$ cat src/rtl/credential_entry_fsm.sv
// Session controller ahead of the account authenticator: latches the card account,
// assembles a decimal PIN from keypad digits and enforces the retry/lockout policy.
module credential_entry_fsm #(
  parameter int MAX_ATTEMPTS   = 3,
  parameter int PIN_DIGITS     = 4,
  parameter int TIMEOUT_CYCLES = 1000,
  parameter int LOCK_CYCLES    = 5000
) (
  input  logic                              clk,
  input  logic                              rst,
  input  logic                              card_valid,
  input  logic [3:0]                        card_acc_num,
  input  logic                              key_valid,
  input  logic [3:0]                        key_code,
  input  logic                              session_end,
  input  logic                              acc_found_stat,
  input  logic                              acc_auth_stat,
  output logic [3:0]                        acc_num,
  output logic [15:0]                       pin,
  output logic [2:0]                        digit_count,
  output logic [$clog2(MAX_ATTEMPTS+1)-1:0] attempts_left,
  output logic                              auth_ok,
  output logic                              auth_fail,
  output logic                              timeout,
  output logic                              session_active,
  output logic                              locked
);

  localparam int ATT_W = $clog2(MAX_ATTEMPTS + 1);
  localparam int TMO_W = $clog2(TIMEOUT_CYCLES + 1);
  localparam int LCK_W = $clog2(LOCK_CYCLES + 1);

  localparam logic ACCOUNT_FOUND         = 1'b1;
  localparam logic ACCOUNT_AUTHENTICATED = 1'b1;

  localparam logic [3:0] KEY_ENTER  = 4'hA;
  localparam logic [3:0] KEY_CLEAR  = 4'hB;
  localparam logic [3:0] KEY_CANCEL = 4'hC;

  typedef enum logic [2:0] {
    S_IDLE,
    S_ENTER_PIN,
    S_CHECK,
    S_GRANTED,
    S_LOCKED
  } state_t;

  state_t           state;
  logic [TMO_W-1:0] idle_cnt;
  logic [LCK_W-1:0] lock_cnt;

  // Decimal shift-in; at most four digits so the result never exceeds 9999.
  function automatic logic [15:0] append_digit(input logic [15:0] value,
                                               input logic [3:0]  digit);
    append_digit = value * 16'd10 + {12'd0, digit};
  endfunction

  always_ff @(posedge clk) begin
    if (rst) begin
      state          <= S_IDLE;
      acc_num        <= '0;
      pin            <= '0;
      digit_count    <= '0;
      attempts_left  <= ATT_W'(MAX_ATTEMPTS);
      auth_ok        <= 1'b0;
      auth_fail      <= 1'b0;
      timeout        <= 1'b0;
      session_active <= 1'b0;
      locked         <= 1'b0;
      idle_cnt       <= '0;
      lock_cnt       <= '0;
    end else begin
      auth_ok   <= 1'b0;
      auth_fail <= 1'b0;
      timeout   <= 1'b0;

      case (state)
        S_IDLE: begin
          if (card_valid) begin
            acc_num       <= card_acc_num;
            pin           <= '0;
            digit_count   <= '0;
            attempts_left <= ATT_W'(MAX_ATTEMPTS);
            idle_cnt      <= '0;
            state         <= S_ENTER_PIN;
          end
        end

        S_ENTER_PIN: begin
          if (key_valid) begin
            // Any key press, even an unrecognised code, counts as activity.
            idle_cnt <= '0;
            if (key_code <= 4'd9) begin
              if (digit_count < 3'(PIN_DIGITS)) begin
                pin         <= append_digit(pin, key_code);
                digit_count <= digit_count + 3'd1;
              end
            end else if (key_code == KEY_CLEAR) begin
              pin         <= '0;
              digit_count <= '0;
            end else if (key_code == KEY_ENTER) begin
              if (digit_count == 3'(PIN_DIGITS))
                state <= S_CHECK;
            end else if (key_code == KEY_CANCEL) begin
              acc_num     <= '0;
              pin         <= '0;
              digit_count <= '0;
              state       <= S_IDLE;
            end
          end else if (idle_cnt == TMO_W'(TIMEOUT_CYCLES - 1)) begin
            timeout     <= 1'b1;
            acc_num     <= '0;
            pin         <= '0;
            digit_count <= '0;
            idle_cnt    <= '0;
            state       <= S_IDLE;
          end else begin
            idle_cnt <= idle_cnt + TMO_W'(1);
          end
        end

        // acc_num/pin are registered, so the authenticator status is settled here.
        S_CHECK: begin
          pin         <= '0;
          digit_count <= '0;
          if (acc_found_stat == ACCOUNT_FOUND && acc_auth_stat == ACCOUNT_AUTHENTICATED) begin
            auth_ok        <= 1'b1;
            session_active <= 1'b1;
            state          <= S_GRANTED;
          end else if (acc_found_stat != ACCOUNT_FOUND) begin
            auth_fail <= 1'b1;
            acc_num   <= '0;
            state     <= S_IDLE;
          end else begin
            auth_fail     <= 1'b1;
            attempts_left <= attempts_left - ATT_W'(1);
            if (attempts_left == ATT_W'(1)) begin
              locked   <= 1'b1;
              lock_cnt <= '0;
              state    <= S_LOCKED;
            end else begin
              idle_cnt <= '0;
              state    <= S_ENTER_PIN;
            end
          end
        end

        S_GRANTED: begin
          if (session_end || (key_valid && key_code == KEY_CANCEL)) begin
            session_active <= 1'b0;
            acc_num        <= '0;
            state          <= S_IDLE;
          end
        end

        S_LOCKED: begin
          if (lock_cnt == LCK_W'(LOCK_CYCLES - 1)) begin
            locked        <= 1'b0;
            attempts_left <= ATT_W'(MAX_ATTEMPTS);
            acc_num       <= '0;
            lock_cnt      <= '0;
            state         <= S_IDLE;
          end else begin
            lock_cnt <= lock_cnt + LCK_W'(1);
          end
        end

        default: state <= S_IDLE;
      endcase
    end
  end

endmodule

$ cat config.mk
export PLATFORM = sky130hd
export DESIGN_NAME = credential_entry_fsm
export DESIGN_NICKNAME = d
export VERILOG_FILES = /design/src/rtl/credential_entry_fsm.sv
export SDC_FILE = /design/constraint.sdc
export NUM_CORES = 1
export LEC_CHECK = 0
export CORE_ASPECT_RATIO = 0.5
export CORE_MARGIN = 5
export CORE_UTILIZATION = 35
export CTS_BUF_LIST = sky130_fd_sc_hd__clkbuf_16
export DETAILED_ROUTE_END_ITERATION = 10
export GPL_TIMING_DRIVEN = 1
export HOLD_SLACK_MARGIN = 0.06
export PLACE_DENSITY = 0.68
export RECOVER_POWER = 100
export SLEW_MARGIN = 20
export SYNTH_ARGS = -nofsm -noshare
export SYNTH_HDL_FRONTEND = slang
export SYNTH_SLANG_ARGS = --single-unit
$ cat constraint.sdc
create_clock -name clk -period 2.9 [get_ports clk]
set_clock_uncertainty 0.05 [all_clocks]
set_input_delay 0.58 -clock clk [delete_from_list [all_inputs] [get_ports clk]]
set_output_delay 0.58 -clock clk [all_outputs]
set_load 0.005 [all_outputs]
# Yosys cells after proc, flatten, opt, wreduce, memory -nomap -nowiden
# Cells that the tools add are included.
totals:
  register_bits: 56
  output_inout_bits: 30
  wordCells: 141
op_classes:
  eq_ne: 30
  add_sub_neg: 5
  muxes: 70
  magnitude_cmp: 2
  reduce_logical: 19
  multipliers: 1
  bitwise: 2
ops:
  columns: ["cell", "count"]
  rows:
  - ["16-bit two-way mux", 8]
  - ["10-bit two-way mux", 6]
  - ["3-bit two-way mux", 19]
  - ["13-bit two-way mux", 4]
  - ["16-bit case mux with 3 select lines", 1]
  - ["4-bit two-way mux", 11]
  - ["10-bit case mux with 3 select lines", 1]
  - ["13-bit case mux with 2 select lines", 1]
  - ["4-bit case mux with 5 select lines", 1]
  - ["2-bit != test, second input constant", 9]
  - ["16-bit by 4-bit adder with 16-bit output", 1]
  - ["16-bit by 3-bit multiplier with 15-bit output, second input constant", 1]
  - ["3-bit != test, second input constant", 5]
  - ["3-bit case mux with 5 select lines", 1]
  - ["5-bit AND reduction", 3]
  - ["13-bit by 1-bit adder with 13-bit output, second input constant", 1]
  - ["13-bit equality test, second input constant", 1]
  - ["4-bit equality test, second input constant", 3]
  - ["4-bit != test, second input constant", 3]
  - ["11-bit AND reduction", 1]
  - ["10-bit by 1-bit adder with 10-bit output, second input constant", 1]
  - ["10-bit equality test, second input constant", 1]
  - ["5-bit != test, second input constant", 2]
  - ["1-bit two-way mux", 9]
  - ["other kinds (25)", 35]

# Depth between registers and ports, before layout
depth:
  depth_word: 7
  depth_mapped: 10
  depth_no_buf: 10

# Worst setup path after synthesis
# OpenSTA, ideal clock, no wires.
synth_path:
  path_kind: "reg2reg"
  startpoint: "reg pin[1]"
  endpoint: "reg pin[13]"
  arrival_ns: 2.858
  period_less_slack_ns: 3.025
  stages_incl_launch_ff: 11
  t_required_ns: 2.733
  slack_ns: -0.125
  path_buffers: 0
  cell_sequence: "dfxtp_1 -> ha_1 -> ha_1 -> fa_1 -> a21o_1 -> a311o_1 -> nand3_1 -> nand4_1 -> a2111oi_2 -> xor2_1 -> a22o_1"
synth_between:
  elab_chain_cells: 6
synth_rtl:
  columns: ["item", "line", "text"]
  rows:
  - ["start, declared", "19", "output logic [15:0] pin,"]
  - ["start signal, assigned", "95", "pin <= append_digit(pin, key_code);"]
  - ["16-bit by 3-bit multiplier with 15-bit output", "55", "append_digit = value * 16'd10 + {12'd0, digit};"]
  - ["16-bit by 4-bit adder with 16-bit output", "55", null]
  - ["16-bit two-way mux", "94", "if (digit_count < 3'(PIN_DIGITS)) begin"]
  - ["16-bit two-way mux", "93", "if (key_code <= 4'd9) begin"]
  - ["16-bit two-way mux", "90", "if (key_valid) begin"]
  - ["16-bit case mux with 3 select lines", "77", "case (state)"]
# Every way passes these cells. The select of a mux whose other input is x is not followed.
# A chain may end at the register's enable or synchronous reset.

# Final worst setup path
layout_path:
  startpoint: "reg pin[1]"
  endpoint: "reg pin[15]"
# The elaborated chain is that of the path after synthesis.

==> flow_metrics.env <==
export IMPL_run_status="finished, final reports clean"
export IMPL_core_area_sq_um=10200
export IMPL_crit_path_max_fanout=4
export IMPL_standard_cell_rows=26
export IMPL_cp_arrival_ps=3030
export IMPL_drc_errors=0
export IMPL_critical_path_reg2reg_endpoint="pin[15]$_SDFFE_PP0P_"
export IMPL_clk_insertion_delay_late_ps=300
export IMPL_groute_usage_overall_pct=14.3
export IMPL_setup_worst_path_end_class="flip-flop"
export IMPL_total_negative_setup_slack_ps=0
export IMPL_synth_seq_area_share_pct=30.4
export IMPL_die_h_um=82.6
export IMPL_timing_max_transition_violations_final=0
export IMPL_gr_total_overflow=0
export IMPL_area_delta_synth_final_pct=33.1
export IMPL_nets=569
export IMPL_setup_violations=0
export IMPL_ioPinCount=45
export IMPL_rsz0062_at_grt="yes"
export IMPL_tritoncts_num_sinks=56
export IMPL_netlist_area_sq_um=3690
export IMPL_root_driver="sky130_fd_sc_hd__clkbuf_16"
export IMPL_cts_tree="done"
export IMPL_ff2ff_path_depth=11
export IMPL_routabilityCongestion=0.814
export IMPL_fin_cells=662
export IMPL_ff2ff_setup_slack_ps=60
export IMPL_port_buffer_count=44
export IMPL_share_of_the_synthesized_area_in_the_top_cell_type_pct=30.4
export IMPL_synth_top_cells_by_count="56 x sky130_fd_sc_hd__dfxtp_1, 42 x sky130_fd_sc_hd__nor2_1, 32 x sky130_fd_sc_hd__a21oi_1, 32 x sky130_fd_sc_hd__nand2_1, 31 x sky130_fd_sc_hd__ha_1"
export IMPL_cts_clk_slew_worst_paths_ps=70
export IMPL_max_slew_margin_rel_pct=51.1
export IMPL_die_x_um=155
export IMPL_synth_top_cells_by_area="sky130_fd_sc_hd__dfxtp_1 30%, sky130_fd_sc_hd__ha_1 11%, sky130_fd_sc_hd__xor2_1 5.2%, sky130_fd_sc_hd__a21oi_1 4.3%, sky130_fd_sc_hd__nor2_1 4.3%"
export IMPL_synthDistinctLibCells=64
export IMPL_cellLeakagePower_nw=2.02
export IMPL_drt_antenna_violating_nets=0
export IMPL_synth_async_sr_flop_share_pct=0
export IMPL_first_global_vias=3303
export IMPL_power_ir_vdd_worst_uv=181
export IMPL_synth_seq_cells=56
export IMPL_cts_buffer_depth=2
export IMPL_dp_hpwl_um=6860
export IMPL_routed_via_count=3446
export IMPL_min_path_cells=2
export IMPL_total_power_divided_by_cell_area_nw_per_um2=359
export IMPL_worstReg2RegStart="pin[1]$_SDFFE_PP0P_"
export IMPL_yosys_area_top_type="sky130_fd_sc_hd__dfxtp_1"
export IMPL_pin_slew_with_the_least_headroom_to_its_limit_ps=732
export IMPL_grt_start_max_net_pins=18
export IMPL_dr_pass1_iters=4
export IMPL_first_pass_grt_wire_length_um=15100
export IMPL_syn_area_cell_sq_um=8.44
export IMPL_hold_start="acc_num[1]$_SDFFE_PP0P_"
export IMPL_required_ps=3090
export IMPL_layout_worst_path_cycle_share_pct=97.8
export IMPL_layout_cell_area_non_filler_sq_um=4910
export IMPL_fraction_of_final_layout_cells_sized_beyond_drive_strength_1_pct=16.5
export IMPL_worst_slack_ps=62.8
export IMPL_finalHoldViolations=0
export IMPL_placement_cell_area_sq_um=4590
export IMPL_finalWorstPathRequiredPeriod_ps=2840
export IMPL_cp_start_kind="flip-flop"
export IMPL_dp_cells=648
export IMPL_count_of_mapped_cells_out_of_synthesis=437
export IMPL_synth_most_common_cell="sky130_fd_sc_hd__dfxtp_1"
export IMPL_initial_core_util_pct=36.0
export IMPL_synth_edff_count=0
export IMPL_via_per_inst=5.21
export IMPL_fmax_ghz=0.352
export IMPL_drt_initial_drc_count=155
export IMPL_startpoint_of_the_most_critical_setup_path="pin[1]$_SDFFE_PP0P_"
export IMPL_antenna_cells_inserted=0
export IMPL_timing_worst_setup_path_type="flip-flop to flip-flop"
export IMPL_holdPathEnd="acc_num[1]$_SDFFE_PP0P_"
export IMPL_drt_total_wl_um=9180
export IMPL_syn_num_nets=485
export IMPL_htree_levels=2
export IMPL_yosys_warnings=0
export IMPL_routed_wl_per_cell_um=13.9
export IMPL_dpl_worst_slack_ps=-53.5
export IMPL_synth_flop_cell="sky130_fd_sc_hd__dfxtp_1"
export IMPL_holdBufCountCts=0
export IMPL_tritoncts_num_buffers=5
export IMPL_grt_antenna_before_repair=0
export IMPL_max_cap_violations=0
export IMPL_fp_dieArea_sq_um=12800
export IMPL_hold_class="flip-flop to flip-flop"
-- cell usage in the layout, fill, tap and decap left out, types with 3 or more instances in the layout --
cell	count
sky130_fd_sc_hd__nor3_1	14
sky130_fd_sc_hd__ha_1	26
sky130_fd_sc_hd__nor2_1	42
sky130_fd_sc_hd__a211oi_1	5
sky130_fd_sc_hd__nor3b_1	3
sky130_fd_sc_hd__a21o_1	13
sky130_fd_sc_hd__xnor2_1	16
sky130_fd_sc_hd__clkdlybuf4s50_1	32
sky130_fd_sc_hd__xor2_1	21
sky130_fd_sc_hd__o21bai_1	3
sky130_fd_sc_hd__nor4_1	5
sky130_fd_sc_hd__ha_4	5
sky130_fd_sc_hd__dfxtp_2	6
sky130_fd_sc_hd__and3_1	5
sky130_fd_sc_hd__nand3_1	22
sky130_fd_sc_hd__o21ai_0	12
sky130_fd_sc_hd__a22oi_1	6
sky130_fd_sc_hd__o31ai_1	4
sky130_fd_sc_hd__clkbuf_16	5
sky130_fd_sc_hd__nand2_1	32
sky130_fd_sc_hd__nor4bb_1	3
sky130_fd_sc_hd__inv_1	11
sky130_fd_sc_hd__or3_1	4
sky130_fd_sc_hd__and4_1	3
sky130_fd_sc_hd__nand2b_1	5
sky130_fd_sc_hd__nor2b_1	6
sky130_fd_sc_hd__a21oi_1	31
sky130_fd_sc_hd__dfxtp_1	50
sky130_fd_sc_hd__or2_1	3
sky130_fd_sc_hd__dlygate4sd3_1	12
sky130_fd_sc_hd__nand4_1	10
sky130_fd_sc_hd__or3b_1	5
sky130_fd_sc_hd__and2_1	3
sky130_fd_sc_hd__buf_4	47
-- metal layers --
metal  vias up  GRT usage, %  part of all wire, %
met5         -             0                    0
met4         0          4.58                  1.5
met3        13          2.50                  3.7
met2        62          25.3                   47
met1      1603          18.1                   48
li1       1768             -                    -
-- state kept, by name, indices dropped and copies added, names as in the netlist --
signal and count:
idle_cnt 10, digit_count 3, timeout 1, auth_fail 1
pin 16, state 3, session_active 1, lock_cnt 13
locked 1, auth_ok 1, acc_num 4, attempts_left 2
-- power by group --
group          switching [W]  internal [W]
Clock               0.000293      0.000408
Combinational       0.000140      0.000127
Sequential         0.0000104      0.000783
-- worst max path at each step --
| stage | slack (ps) | end |
|---|---|---|
| 2_1_floorplan | 10 | pin[12]$_SDFFE_PP0P_ |
| 3_3_place_gp | -10 | acc_num[3]$_SDFFE_PP0P_ |
| 3_5_place_dp | -50 | pin[13]$_SDFFE_PP0P_ |
| 4_1_cts | 8 | pin[15]$_SDFFE_PP0P_ |
| 5_1_grt | -100 | pin[15]$_SDFFE_PP0P_ |
| 6_report | 60 | pin[15]$_SDFFE_PP0P_ |
-- layout make-up --
class                      count  area (sq um)
tap                          140           175
fill                         966          5340
multi-input combinational    355          2600
timing repair buffer          92           797
inverter                      11          41.3
clock inverter                 3          42.5
clock buffer                   5           125
sequential                    56          1130
-- critical path: stages, from the launching register on --
cell and delay (ps):
sky130_fd_sc_hd__dfxtp_2 340, sky130_fd_sc_hd__ha_4 250, sky130_fd_sc_hd__ha_4 160, sky130_fd_sc_hd__fa_2 330, sky130_fd_sc_hd__a21o_1 220, sky130_fd_sc_hd__a311o_1 310, sky130_fd_sc_hd__nand3_1 90, sky130_fd_sc_hd__nand4_1 190
sky130_fd_sc_hd__a2111oi_4 470, sky130_fd_sc_hd__buf_4 180, sky130_fd_sc_hd__nand4_1 90, sky130_fd_sc_hd__nand3_1 110
-- through the flow --
step                util (%)  power (W)  hold slack, ps
detailed placement      44.8    0.00108             394
floorplan                  -   0.000958             398
global route            47.9    0.00185             423
CTS                     46.7    0.00178             405
finish                  47.9    0.00176             397
global placement        44.8    0.00108             389
-- repair_timing --
| action | in CTS | in global routing |
|---|---|---|
| gates resized for setup | 3 | 15 |
| setup buffers | 1 | 5 |
| endpoints found under the setup margin | 3 | 5 |
| pin swaps | 10 | 8 |
-- cells by family after synthesis --
family / synth area share (%)
and+or+nand+nor: 27.4
adders and majority gates: 11.6
DFF: 30.4
muxes: 0.543
AOI/OAI and AO/OA: 18.4
xor gates and xnor gates: 9.03
buffers and inverters: 2.68
Power figures use the tool's default switching activity.
